$ cat config.mk
export PLATFORM = sky130hd
export DESIGN_NAME = a2d_spi_resp
export DESIGN_NICKNAME = d
export VERILOG_FILES = /design/src/rtl/a2d_spi_resp.sv
export SDC_FILE = /design/constraint.sdc
export NUM_CORES = 1
export LEC_CHECK = 0
export CAP_MARGIN = 20
export CORE_MARGIN = 5
export CORE_UTILIZATION = 60
export CTS_CLUSTER_SIZE = 10
export DETAILED_ROUTE_END_ITERATION = 12
export GPL_TIMING_DRIVEN = 1
export PLACE_DENSITY = 0.82
export RECOVER_POWER = 25
export SYNTH_ARGS = -nofsm -noshare
export SYNTH_HDL_FRONTEND = slang
export SYNTH_SLANG_ARGS = --single-unit
$ cat constraint.sdc
create_clock -name clk -period 4.9 [get_ports clk]
set_input_delay 0.735 -clock clk [delete_from_list [all_inputs] [get_ports clk]]
set_output_delay 0.735 -clock clk [all_outputs]
set_load 0.02 [all_outputs]
$ cat src/rtl/a2d_spi_resp.sv
// a2d_spi_resp: SPI mode-0 responder that stands in for the slide-pot ADC.
// Each 16-bit frame returns the 12-bit conversion value for the channel
// latched by the previous frame. It also latches a new channel from MOSI
// bits [13:11]. All SPI pins are oversampled in the clk domain.
module a2d_spi_resp #(
  parameter int          SYNC_STAGES = 2,
  parameter logic [2:0]  RST_CHNNL   = 3'b000
) (
  input  logic        clk,
  input  logic        rst_n,
  input  logic        SS_n,
  input  logic        SCLK,
  input  logic        MOSI,
  output logic        MISO,
  output logic [2:0]  chnnl,
  input  logic [11:0] ch_data,
  output logic        frm_cmplt,
  output logic        frm_err
);

  typedef enum logic [0:0] {
    ST_IDLE  = 1'b0,
    ST_SHIFT = 1'b1
  } state_e;

  // Synchronizer chains, edge-detect flops and registered edge strobes.
  logic [SYNC_STAGES-1:0] ss_sync_q;
  logic [SYNC_STAGES-1:0] sclk_sync_q;
  logic [SYNC_STAGES-1:0] mosi_sync_q;
  logic                   ss_dly_q;
  logic                   sclk_dly_q;
  logic                   mosi_dly_q;
  logic                   ss_fall_q;
  logic                   ss_rise_q;
  logic                   sclk_rise_q;
  logic                   sclk_fall_q;

  // Frame state.
  state_e      state_q;
  logic [15:0] tx_shft_q;
  logic [15:0] rx_shft_q;
  logic [4:0]  bit_cnt_q;
  logic [2:0]  chnnl_q;
  logic        frm_cmplt_q;
  logic        frm_err_q;

  // Next values of the shift datapath after this cycle's SCLK edge.
  logic [15:0] tx_nxt_s;
  logic [15:0] rx_nxt_s;
  logic [4:0]  cnt_nxt_s;

  // Synchronize the pins, delay once more and register the edge strobes.
  // The SS_n chain resets low so that SS_n held low across reset release
  // cannot produce a fall: the block needs SS_n high first, then a fall.
  always_ff @(posedge clk or negedge rst_n) begin
    if (!rst_n) begin
      ss_sync_q   <= '0;
      sclk_sync_q <= '0;
      mosi_sync_q <= '0;
      ss_dly_q    <= 1'b0;
      sclk_dly_q  <= 1'b0;
      mosi_dly_q  <= 1'b0;
      ss_fall_q   <= 1'b0;
      ss_rise_q   <= 1'b0;
      sclk_rise_q <= 1'b0;
      sclk_fall_q <= 1'b0;
    end else begin
      ss_sync_q   <= {ss_sync_q[SYNC_STAGES-2:0], SS_n};
      sclk_sync_q <= {sclk_sync_q[SYNC_STAGES-2:0], SCLK};
      mosi_sync_q <= {mosi_sync_q[SYNC_STAGES-2:0], MOSI};
      ss_dly_q    <= ss_sync_q[SYNC_STAGES-1];
      sclk_dly_q  <= sclk_sync_q[SYNC_STAGES-1];
      // MOSI is delayed alongside the strobes so it lines up with sclk_rise_q.
      mosi_dly_q  <= mosi_sync_q[SYNC_STAGES-1];
      ss_fall_q   <= ss_dly_q & ~ss_sync_q[SYNC_STAGES-1];
      ss_rise_q   <= ~ss_dly_q & ss_sync_q[SYNC_STAGES-1];
      sclk_rise_q <= ~sclk_dly_q & sclk_sync_q[SYNC_STAGES-1];
      sclk_fall_q <= sclk_dly_q & ~sclk_sync_q[SYNC_STAGES-1];
    end
  end

  // Apply this cycle's SCLK edge to the shifters before any frame-end check.
  // A coincident 16th rise is then counted. A fall before the first rise is
  // ignored.
  always_comb begin
    tx_nxt_s  = tx_shft_q;
    rx_nxt_s  = rx_shft_q;
    cnt_nxt_s = bit_cnt_q;
    if (sclk_rise_q) begin
      rx_nxt_s  = {rx_shft_q[14:0], mosi_dly_q};
      cnt_nxt_s = (bit_cnt_q == 5'd31) ? bit_cnt_q : (bit_cnt_q + 5'd1);
    end else if (sclk_fall_q && (bit_cnt_q != 5'd0)) begin
      tx_nxt_s  = {tx_shft_q[14:0], 1'b0};
    end else begin
      tx_nxt_s  = tx_shft_q;
    end
  end

  // Frame FSM: load on SS_n fall, shift while selected, judge the frame on SS_n rise.
  always_ff @(posedge clk or negedge rst_n) begin
    if (!rst_n) begin
      state_q     <= ST_IDLE;
      tx_shft_q   <= 16'h0000;
      rx_shft_q   <= 16'h0000;
      bit_cnt_q   <= 5'd0;
      chnnl_q     <= RST_CHNNL;
      frm_cmplt_q <= 1'b0;
      frm_err_q   <= 1'b0;
    end else begin
      frm_cmplt_q <= 1'b0;
      frm_err_q   <= 1'b0;
      case (state_q)
        ST_IDLE: begin
          bit_cnt_q <= 5'd0;
          rx_shft_q <= 16'h0000;
          if (ss_fall_q) begin
            // ch_data is sampled here only, once per frame.
            tx_shft_q <= {4'h0, ch_data};
            state_q   <= ST_SHIFT;
          end else begin
            tx_shft_q <= 16'h0000;
          end
        end
        ST_SHIFT: begin
          if (ss_rise_q) begin
            state_q   <= ST_IDLE;
            tx_shft_q <= 16'h0000;
            rx_shft_q <= 16'h0000;
            bit_cnt_q <= 5'd0;
            if (cnt_nxt_s == 5'd16) begin
              chnnl_q     <= rx_nxt_s[13:11];
              frm_cmplt_q <= 1'b1;
            end else begin
              frm_err_q   <= 1'b1;
            end
          end else begin
            tx_shft_q <= tx_nxt_s;
            rx_shft_q <= rx_nxt_s;
            bit_cnt_q <= cnt_nxt_s;
          end
        end
        default: begin
          state_q   <= ST_IDLE;
          tx_shft_q <= 16'h0000;
          rx_shft_q <= 16'h0000;
          bit_cnt_q <= 5'd0;
        end
      endcase
    end
  end

  // tx_shft_q is held at zero outside a frame, so MISO comes straight from a flop.
  assign MISO      = tx_shft_q[15];
  assign chnnl     = chnnl_q;
  assign frm_cmplt = frm_cmplt_q;
  assign frm_err   = frm_err_q;

endmodule

Word-level counts from Yosys, hierarchy flattened
Cells that the tools add are included.
{ "classes": {"add_sub_neg": 1, "n_eq_ne": 5, "muxes": 21, "bitwise_logic": 9, "n_reduce_logical": 4} }
{ "ops": {"columns": ["operator", "n"], "rows": [
  ["two-way mux 16 bit", 3],
  ["case mux 16 bit (2 select lines)", 1],
  ["two-way mux 14 bit", 2],
  ["case mux 14 bit (2 select lines)", 1],
  ["two-way mux 5 bit", 3],
  ["two-way mux 12 bit", 1],
  ["== test 5 bit (second input constant)", 2],
  ["case mux 5 bit (2 select lines)", 1],
  ["two-way mux 1 bit", 8],
  ["!= test 3 bit (second input constant)", 2],
  ["adder 5 x 1 -> 5 bit (second input constant)", 1],
  ["NOT 1 bit", 5],
  ["nonzero test 5 bit", 1],
  ["AND 1 bit", 4],
  ["!= test 3 x 2 -> 1 bit (second input constant)", 1],
  ["AND reduction 3 bit", 1],
  ["case mux 1 bit (2 select lines)", 1],
  ["AND reduction 2 bit", 1],
  ["logical AND 1 bit", 1]
]} }
{ "totals": {"register_bits": 54, "inputBits": 17, "output_inout_bits": 6, "elab_cells": 58} }

Logic depth before layout (Yosys ltp)
Gate-level depths: netlist (run 1).
{ "logic_depth": {"word_depth": 7, "depth_mapped": 8, "ltp_nobuf": 7} }

Worst setup path before layout (run 1)
OpenSTA, ideal clock, no wires.
{ "synth_path": {"kind": "register -> register", "start": "reg bit_cnt_q[0]", "end": "reg tx_shft_q[15]", "setup_time_ps": 132, "arrival_ps": 1545, "required_time_ps": 4768, "path_slack_ps": 3223, "path_stages_with_launch": 8, "cell_sequence": "dfrtp_1 > inv_1 > ha_1 > or4b_4 > nand3b_4 > buf_12 > mux2i_1 > nor2_1"} }
{ "synth_via": {"elab_chain_cells": 4} }
{ "synth_rtl": {"columns": ["item", "line", "source"], "rows": [
  ["start, declared", "42", "logic [4:0] bit_cnt_q;"],
  ["start signal, assigned", "139", "bit_cnt_q <= cnt_nxt_s;"],
  ["nonzero test 5 bit", "92", "end else if (sclk_fall_q && (bit_cnt_q != 5'd0)) begin"],
  ["logical AND 1 bit", "92", null],
  ["!= test 3 x 2 -> 1 bit (no line)", null, null],
  ["AND reduction 2 bit (no line)", null, null],
  ["end signal, assigned", "118", "tx_shft_q <= {4'h0, ch_data};"],
  ["end signal, assigned", "137", "tx_shft_q <= tx_nxt_s;"],
  ["end, declared", "40", "logic [15:0] tx_shft_q;"]
]} }
No other way between the ends.
A chain may end at the register's enable or synchronous reset.

==> reports/qor.yml, run 1 <==
postLayoutCoreUtil: 0.697
cts_root_buf: "clkbuf_8"
cts.clk_slew.worst_paths_ps: 90
status: "finished with violations"
cp_num_buf_inv: 2
synth_ff_type: "dfrtp_1"
switching_share: 0.240
regArea_um2: 1350
antenna_cells: 0
grt_overflow: 0
ys_ff_latch: 54
vdd_drop_max_v: 0.000315
cpMaxStageDelayCell: "clkbuf_1"
final_area_um2: 2550
die_y_um: 71.4
dr_total_vias: 1435
yosysTopAreaCellShare: 0.597
power_frac_clock: 0.318
fillers: 272
fmax_mhz: 351
routabilityCongestion: 0.766
violations: "capacitance limit, slew limit"
power_frac_seq: 0.574
track_usage: 0.164
post_cts_buffers: 0
hold_class: "reg2reg"
crit_family: "buffers and inverters"
grt_max_degree: 55
min_period_over_period: 0.582
routed_wl_mm: 3.79
fin_setup_tns_ps: 0
avgViaCountPerCell: 5.44
htreeDepth: 2
antenna_found_initial: 0
portBuffers: 22
syn_area_um2: 2260
syn-instance-count: 196
finClkSkew_ps: 7.14
die_area_um2: 5100
cp.arrival_ps: 2850
cp_slowest_stage_delay_ps: 1540
drt_iter0_markers: 57
finalHoldViolations: 0
cell_internal_pwr_mw: 0.655
grt_pass1_vias: 1403
synth_area_leaders: "dfrtp_1 (60%), mux2i_1 (9.7%), nor2_1 (5.6%)"
netlist-cell-type-count: 37
multiInputGateArea_um2: 791
ctsHoldBuffers: 0
slew_headroom: -0.372
drv_slew: 42
drive_gt1_frac: 0.0741
area_growth_syn_to_layout_pct: 12.8
insertion_delay_ps: 300
ys_seq_area_frac: 0.597
rsz0062_at_grt: "no"
cts_made_buffers: 5
cts_resized: 0
yosysWarnings: 0
die_w_um: 71.4
tightest_slew_ps: 2060
cts_tree: "yes"
critPathLaunchType: "input pin"
final-setup-viol-count: 0
power_mw: 0.862
hold_ws_ps: 355
cp_cell_sequence: "clkbuf_1 -> clkbuf_1"
crit_path_end_kind: "async pin"
clock-sinks: 54
yosys.area.top_type: "dfrtp_1"
clock_path_buffers: 2
p_leak_nw: 1.19
period_minus_slack_ps: 2850
crit_top_cell: "clkbuf_1"
setup.worst_path.class: "in2async"
start_util: 0.618
syn_nets: 215
row_count: 22
postSynth.asyncResetShare: 1.00
fin_nets: 234
core_region_area_um2: 3660
pin_count: 23
cap_violations: 1
wl_per_cell_um: 14.4
required_ps: 4900
dpl.hpwl_mm: 2.57
ant_nets: 0
comb_power_share: 0.108
power.switching_mw: 0.207
grt_pass1_wl_mm: 6.49
placed_cell_area_um2: 2440
worstPathMaxFanout: 41
power_density_nw_per_um2: 338
first_pass_iters: 4
drc: 0
synth_edf_count: 0
r2r_slack_ps: 2810
avgSynthCellArea_um2: 11.5
per-stage QoR:
step	cells	setup slack, ps
2_1_floorplan	196	3220
3_3_place_gp	255	2960
3_5_place_dp	255	2820
4_1_cts	263	2830
5_1_grt	264	1460
6_report	264	2050
cell usage after synthesis, drive strengths merged, types with 3 or more instances:
cell	instances
clkbuf	3
buf	7
nor2b	5
a21oi	13
o21ai	11
dfrtp	54
nor2	35
nand4	3
mux2i	22
inv	6
nand2	15
layer usage:
metal / part of all wire / GRT usage
met3: 0.034 / 0.0449
met5: 0 / 0
met2: 0.51 / 0.261
met1: 0.44 / 0.210
met4: 0.020 / 0.0752
final timing paths:
| check | cells past startpoint | start | end |
|---|---|---|---|
| setup / recovery | 2 | rst_n | rx_shft_q[9] |
| hold / removal | 0 | ss_sync_q[0] | ss_sync_q[1] |
| setup reg to reg | 4 | sclk_rise_q | chnnl[1] |
| hold reg to reg | 0 | ss_sync_q[0] | ss_sync_q[1] |
| max in group clk | 4 | sclk_rise_q | chnnl[1] |
| min in group asynchronous | 1 | rst_n | tx_shft_q[11] |
cells in the final DEF, fill, tap and decap left out, types with 5 or more instances in the layout:
master           synthesis  layout
nor2b_1                  5       5
inv_1                    6       6
nand2_1                 14      14
a21oi_1                 13      13
nor2_1                  34      34
dfrtp_1                 54      54
mux2i_1                 22      22
clkdlybuf4s50_1          0      21
clkbuf_8                 0       8
o21ai_0                  6       6
power by group through the flow:
stage | clock network, mW | registers, mW | logic [mW]
2_1_floorplan | 0 | 0.497 | 0.0663
3_3_place_gp | 0 | 0.501 | 0.0877
3_5_place_dp | 0 | 0.503 | 0.0936
4_1_cts | 0.282 | 0.494 | 0.0941
5_1_grt | 0.296 | 0.499 | 0.105
6_report | 0.274 | 0.495 | 0.0934
state kept, by name, indices dropped and copies added, names as in the netlist:
register / flops
ss_fall_q: 1
ss_rise_q: 1
frm_cmplt: 1
bit_cnt_q: 5
sclk_rise_q: 1
sclk_dly_q: 1
mosi_dly_q: 1
tx_shft_q: 16
sclk_fall_q: 1
sclk_sync_q: 2
ss_dly_q: 1
ss_sync_q: 2
mosi_sync_q: 2
chnnl: 3
frm_err: 1
rx_shft_q: 14
state_q: 1
logic make-up (layout without fill, tap and decap cells):
family | after synthesis | in the layout | synth area share
AO/OA/AOI/OAI | 29 | 29 | 0.0730
XOR/XNOR | 2 | 2 | 0.00774
adder cells (fa/ha/maj) | 2 | 2 | 0.0111
buffers and inverters | 17 | 37 | 0.0531
flip-flops | 54 | 54 | 0.597
multiplexers | 22 | 22 | 0.0973
AND/OR/NAND/NOR | 70 | 70 | 0.160
cell type report:
cell class / count / share of cell area
repair buffers: 23 / 0.0853
inverters: 6 / 0.00882
clock buffers: 8 / 0.0431
flip-flops and latches: 54 / 0.529
well taps: 48 / 0.0235
multi-input cells: 125 / 0.310
(Power assumes the default switching activity.)
==> inputs of run 2 (changes only) <==
--- a/config.mk
+++ b/config.mk
@@ -7,11 +7,11 @@
 export LEC_CHECK = 0
 export CAP_MARGIN = 20
 export CORE_MARGIN = 5
-export CORE_UTILIZATION = 60
+export CORE_UTILIZATION = 55
 export CTS_CLUSTER_SIZE = 10
 export DETAILED_ROUTE_END_ITERATION = 12
 export GPL_TIMING_DRIVEN = 1
-export PLACE_DENSITY = 0.82
+export PLACE_DENSITY = 0.76
 export RECOVER_POWER = 25
 export SYNTH_ARGS = -nofsm -noshare
 export SYNTH_HDL_FRONTEND = slang
==> constraint.sdc (replaced) <==
create_clock -name clk -period 2.82 [get_ports clk]
set_input_delay 0.423 -clock clk [delete_from_list [all_inputs] [get_ports clk]]
set_output_delay 0.423 -clock clk [all_outputs]
set_load 0.02 [all_outputs]
==> reports/qor.yml, run 2 (synthesized netlist as in run 1, its figures left out) <==
status: "finished with violations"
violations: "capacitance limit, slew limit"
comb_power_share: 0.105
switching_share: 0.246
required_ps: 3010
cts.clk_slew.worst_paths_ps: 100
cell_internal_pwr_mw: 1.15
fmax_mhz: 483
routabilityCongestion: 0.805
post_cts_buffers: 0
final_common_cell: "dfrtp_1"
postLayoutCoreUtil: 0.641
cpMaxStageDelayCell: "dfrtp_1"
setup.worst_path.class: "reg2reg"
pin_count: 23
routed_wl_mm: 3.76
dpl.hpwl_mm: 2.60
grt_pass1_wl_mm: 6.42
largest_registers: "tx_shft_q (16), rx_shft_q (14), bit_cnt_q (5)"
portBuffers: 22
cts_made_buffers: 5
insertion_delay_ps: 310
start_util: 0.566
first_pass_iters: 4
die_y_um: 74.1
ant_nets: 0
period_minus_slack_ps: 2070
slew_headroom: -0.0221
tightest_slew_ps: 1530
antenna_found_initial: 0
grt_pass1_vias: 1454
dr_total_vias: 1452
largest-register: "tx_shft_q"
p_leak_nw: 1.19
min_period_over_period: 0.734
r2r_cells: 5
vdd_drop_max_v: 0.000428
drive_gt1_frac: 0.0787
cp.arrival_ps: 2270
fin_nets: 234
fin_setup_tns_ps: 0
clock_path_buffers: 2
wl_per_cell_um: 14.1
clock-sinks: 54
avgViaCountPerCell: 5.46
die_area_um2: 5500
antenna_cells: 0
power_frac_clock: 0.333
cp_slowest_stage_delay_ps: 950
core_region_area_um2: 4000
row_count: 23
crit_path_end_kind: "flop"
drc: 0
grt_overflow: 0
rsz0062_at_grt: "no"
cp_cell_sequence: "nand4_1 -> xnor2_1 -> nor2_1 -> nand4_4 -> mux2i_1"
final-setup-viol-count: 0
ctsHoldBuffers: 0
grt_max_degree: 30
place_inst: 258
area_growth_syn_to_layout_pct: 13.3
drv_slew: 30
finalHoldViolations: 0
critPathLaunchType: "flop"
power.switching_mw: 0.377
final_cell_mix: "dfrtp_1 (54), nor2_1 (34), mux2i_1 (22)"
power_density_nw_per_um2: 597
cts_tree: "yes"
largest_reg_flops: 16
cts_root_buf: "clkbuf_8"
cap_violations: 1
track_usage: 0.156
worstPathMaxFanout: 22
drt_iter0_markers: 65
cts_resized: 0
finClkSkew_ps: 8.53
whs_path_depth: 0
htreeDepth: 2
hold_class: "reg2reg"
die_w_um: 74.1
power_frac_seq: 0.562
fin_cells: 266
-- run 2: changes by cell type in the layout (fill, tap and decap cells not counted), sizes merged --
cell | previous run | this run
dlygate4sd3 | 0 | 3
clkbuf | 10 | 6
buf | 0 | 1
bufinv | 0 | 1
clkinvlp | 0 | 2
clkdlybuf4s50 | 21 | 18
-- run 2: metrics by stage --
step                      hold WS (ps)  setup WS, ps  cell area [um2]  power (mW)
after floorplan                    127          1140             2260       0.979
after global placement             338           873             2450        1.03
after detailed placement           344           773             2450        1.04
after CTS                          142           757             2560        1.55
after global routing               386           572             2560        1.61
final                              362           749             2560        1.53
-- run 2: per-layer routing --
layer | global-route usage | vias up | wire (um)
li1 | - | 695 | -
met1 | 0.183 | 711 | 1600
met2 | 0.257 | 34 | 1860
met3 | 0.0500 | 12 | 186
met4 | 0.0845 | 0 | 118
met5 | 0 | - | 0
-- run 2: path summary, 6_finish.rpt --
path	from	to	slack, ps
hold / removal	sclk_sync_q[0]	sclk_sync_q[1]	360
min in group asynchronous	rst_n	tx_shft_q[5]	480
max in group asynchronous	rst_n	tx_shft_q[3]	1270
setup / recovery	sclk_rise_q	chnnl[1]	750
setup reg to reg	sclk_rise_q	chnnl[1]	750
hold reg to reg	sclk_sync_q[0]	sclk_sync_q[1]	360
-- run 2: critical path: cells and delay by family, from the launching register on --
| kind | cells | cell delay, ps |
|---|---|---|
| muxes | 1 | 150 |
| DFF | 1 | 950 |
| and+or+nand+nor | 3 | 660 |
| xor gates and xnor gates | 1 | 180 |
-- run 2: cell type report --
type | instances | area [um2]
fillers | 303 | 1440
clock buffers | 5 | 68.8
multi-input cells | 125 | 791
well taps | 50 | 62.6
flip-flops and latches | 54 | 1350
repair buffers | 23 | 221
inverters | 6 | 22.5
clock inverters | 3 | 45.0
-- run 2: power groups by stage --
stage / clock network (mW) / logic, mW / registers, mW
final: 0.511 / 0.161 / 0.860
after CTS: 0.529 / 0.164 / 0.859
after floorplan: 0 / 0.115 / 0.863
after global placement: 0 / 0.155 / 0.872
after detailed placement: 0 / 0.163 / 0.875
after global routing: 0.562 / 0.181 / 0.868
==> inputs of run 3 (changes only) <==
==> constraint.sdc (replaced) <==
create_clock -name clk -period 1.95 [get_ports clk]
set_input_delay 0.2925 -clock clk [delete_from_list [all_inputs] [get_ports clk]]
set_output_delay 0.2925 -clock clk [all_outputs]
set_load 0.02 [all_outputs]
==> reports/qor.yml, run 3 (synthesized netlist as in run 1, its figures left out) <==
status: "finished clean"
place_inst: 260
drv_slew: 0
regToRegEndpoint: "tx_shft_q[9]"
period_minus_slack_ps: 1810
cp_slowest_stage_delay_ps: 500
cts_made_buffers: 5
dpl.hpwl_mm: 2.53
multiInputGateArea_um2: 813
routed_wl_mm: 3.68
dr_total_vias: 1427
row_count: 23
final-setup-viol-count: 0
drt_iter0_markers: 109
cts_root_buf: "clkbuf_8"
cts.clk_slew.worst_paths_ps: 100
grt_overflow: 0
ant_nets: 0
final_common_cell: "dfrtp_1"
crit_path_end_kind: "flop"
tightest_slew_ps: 1270
routabilityCongestion: 0.845
rsz0062_at_grt: "no"
die_area_um2: 5500
vdd_drop_max_v: 0.000899
required_ps: 2140
core_region_area_um2: 4000
cts_tree: "yes"
worstPathMaxFanout: 11
largest_registers: "tx_shft_q (16), rx_shft_q (14), bit_cnt_q (5)"
setup.worst_path.class: "reg2reg"
power.switching_mw: 0.550
regArea_um2: 1350
largest_reg_flops: 16
wl_per_cell_um: 13.6
fillers: 303
grt_pass1_wl_mm: 6.62
p_leak_nw: 1.20
final_cell_mix: "dfrtp_1 (54), nor2_1 (34), mux2i_1 (21)"
cpMaxStageDelayCell: "or4b_4"
insertion_delay_ps: 300
place_ws_ps: 43.8
track_usage: 0.158
die_y_um: 74.1
clock-sinks: 54
cp_num_buf_inv: 1
switching_share: 0.257
power_mw: 2.14
area_growth_syn_to_layout_pct: 14.5
critPathLaunchType: "flop"
power_density_nw_per_um2: 824
comb_power_share: 0.114
slew_headroom: 0.152
fin_cells: 270
htreeDepth: 2
postLayoutCoreUtil: 0.648
antenna_cells: 0
hold_ws_ps: 345
fin_nets: 238
pin_count: 23
cp.arrival_ps: 2000
finalHoldViolations: 0
drc: 0
first_pass_iters: 4
setup_ws_ps: 138
clock_path_buffers: 2
drive_gt1_frac: 0.109
r2r_cells: 7
r2r_slack_ps: 140
hold_class: "in2async"
placed_cell_area_um2: 2460
fin_setup_tns_ps: 0
start_util: 0.566
crit_family: "simple AND/OR/NAND/NOR gates"
portBuffers: 22
power_frac_clock: 0.306
grt_pass1_vias: 1470
cell_internal_pwr_mw: 1.59
finClkSkew_ps: 9.37
antenna_found_initial: 0
power_frac_seq: 0.580
fmax_mhz: 552
min_period_over_period: 0.929
grt_max_degree: 55
r2r_start: "bit_cnt_q[0]"
final_area_um2: 2590
avgViaCountPerCell: 5.29
die_w_um: 74.1
cap_violations: 0
largest-register: "tx_shft_q"
cp_cell_sequence: "inv_1 -> ha_1 -> or4b_4 -> nand3b_4 -> nand2_4 -> nor2_1 -> a21oi_1"
run 3: routing by layer:
layer  track usage  up-vias  share of wire
met2         0.255       22           0.50
met3        0.0351        5          0.037
li1              -      702              -
met1         0.205      698           0.45
met5             0        -              0
met4        0.0704        0          0.014
run 3: worst reg2reg max path, stage by stage (launching register included):
cell and delay, ps:
dfrtp_1 440, inv_1 120, ha_1 150, or4b_4 500, nand3b_4 180, nand2_4 120, nor2_1 140, a21oi_1 50
run 3: worst max path at each step:
stage / endpoint / depth (start not counted) / start / slack (ps)
after floorplan: tx_shft_q[15] / 7 / bit_cnt_q[0] / 270
after global placement: tx_shft_q[9] / 7 / bit_cnt_q[0] / 160
after detailed placement: tx_shft_q[9] / 7 / bit_cnt_q[0] / 40
after CTS: tx_shft_q[9] / 7 / bit_cnt_q[0] / 30
after global routing: tx_shft_q[5] / 7 / bit_cnt_q[0] / 30
final: tx_shft_q[9] / 7 / bit_cnt_q[0] / 140
run 3: power groups by stage:
stage | sequential (mW) | combinational, mW | clock (mW)
global placement | 1.26 | 0.230 | 0
CTS | 1.24 | 0.243 | 0.672
finish | 1.24 | 0.242 | 0.654
global route | 1.25 | 0.280 | 0.715
floorplan | 1.25 | 0.167 | 0
detailed placement | 1.26 | 0.242 | 0
run 3: repair_timing:
action	in CTS	in global routing
endpoints found under the hold margin	0	0
setup endpoints to repair	0	14
resized for setup	0	3
hold buffers	0	0
buffers inserted	0	1
run 3: cell type report:
cell class	count	area share
repair buffers	26	0.0937
well taps	50	0.0241
multi-input cells	126	0.314
clock buffers	6	0.0319
clock inverters	2	0.00628
flip-flops and latches	54	0.521
inverters	6	0.00869
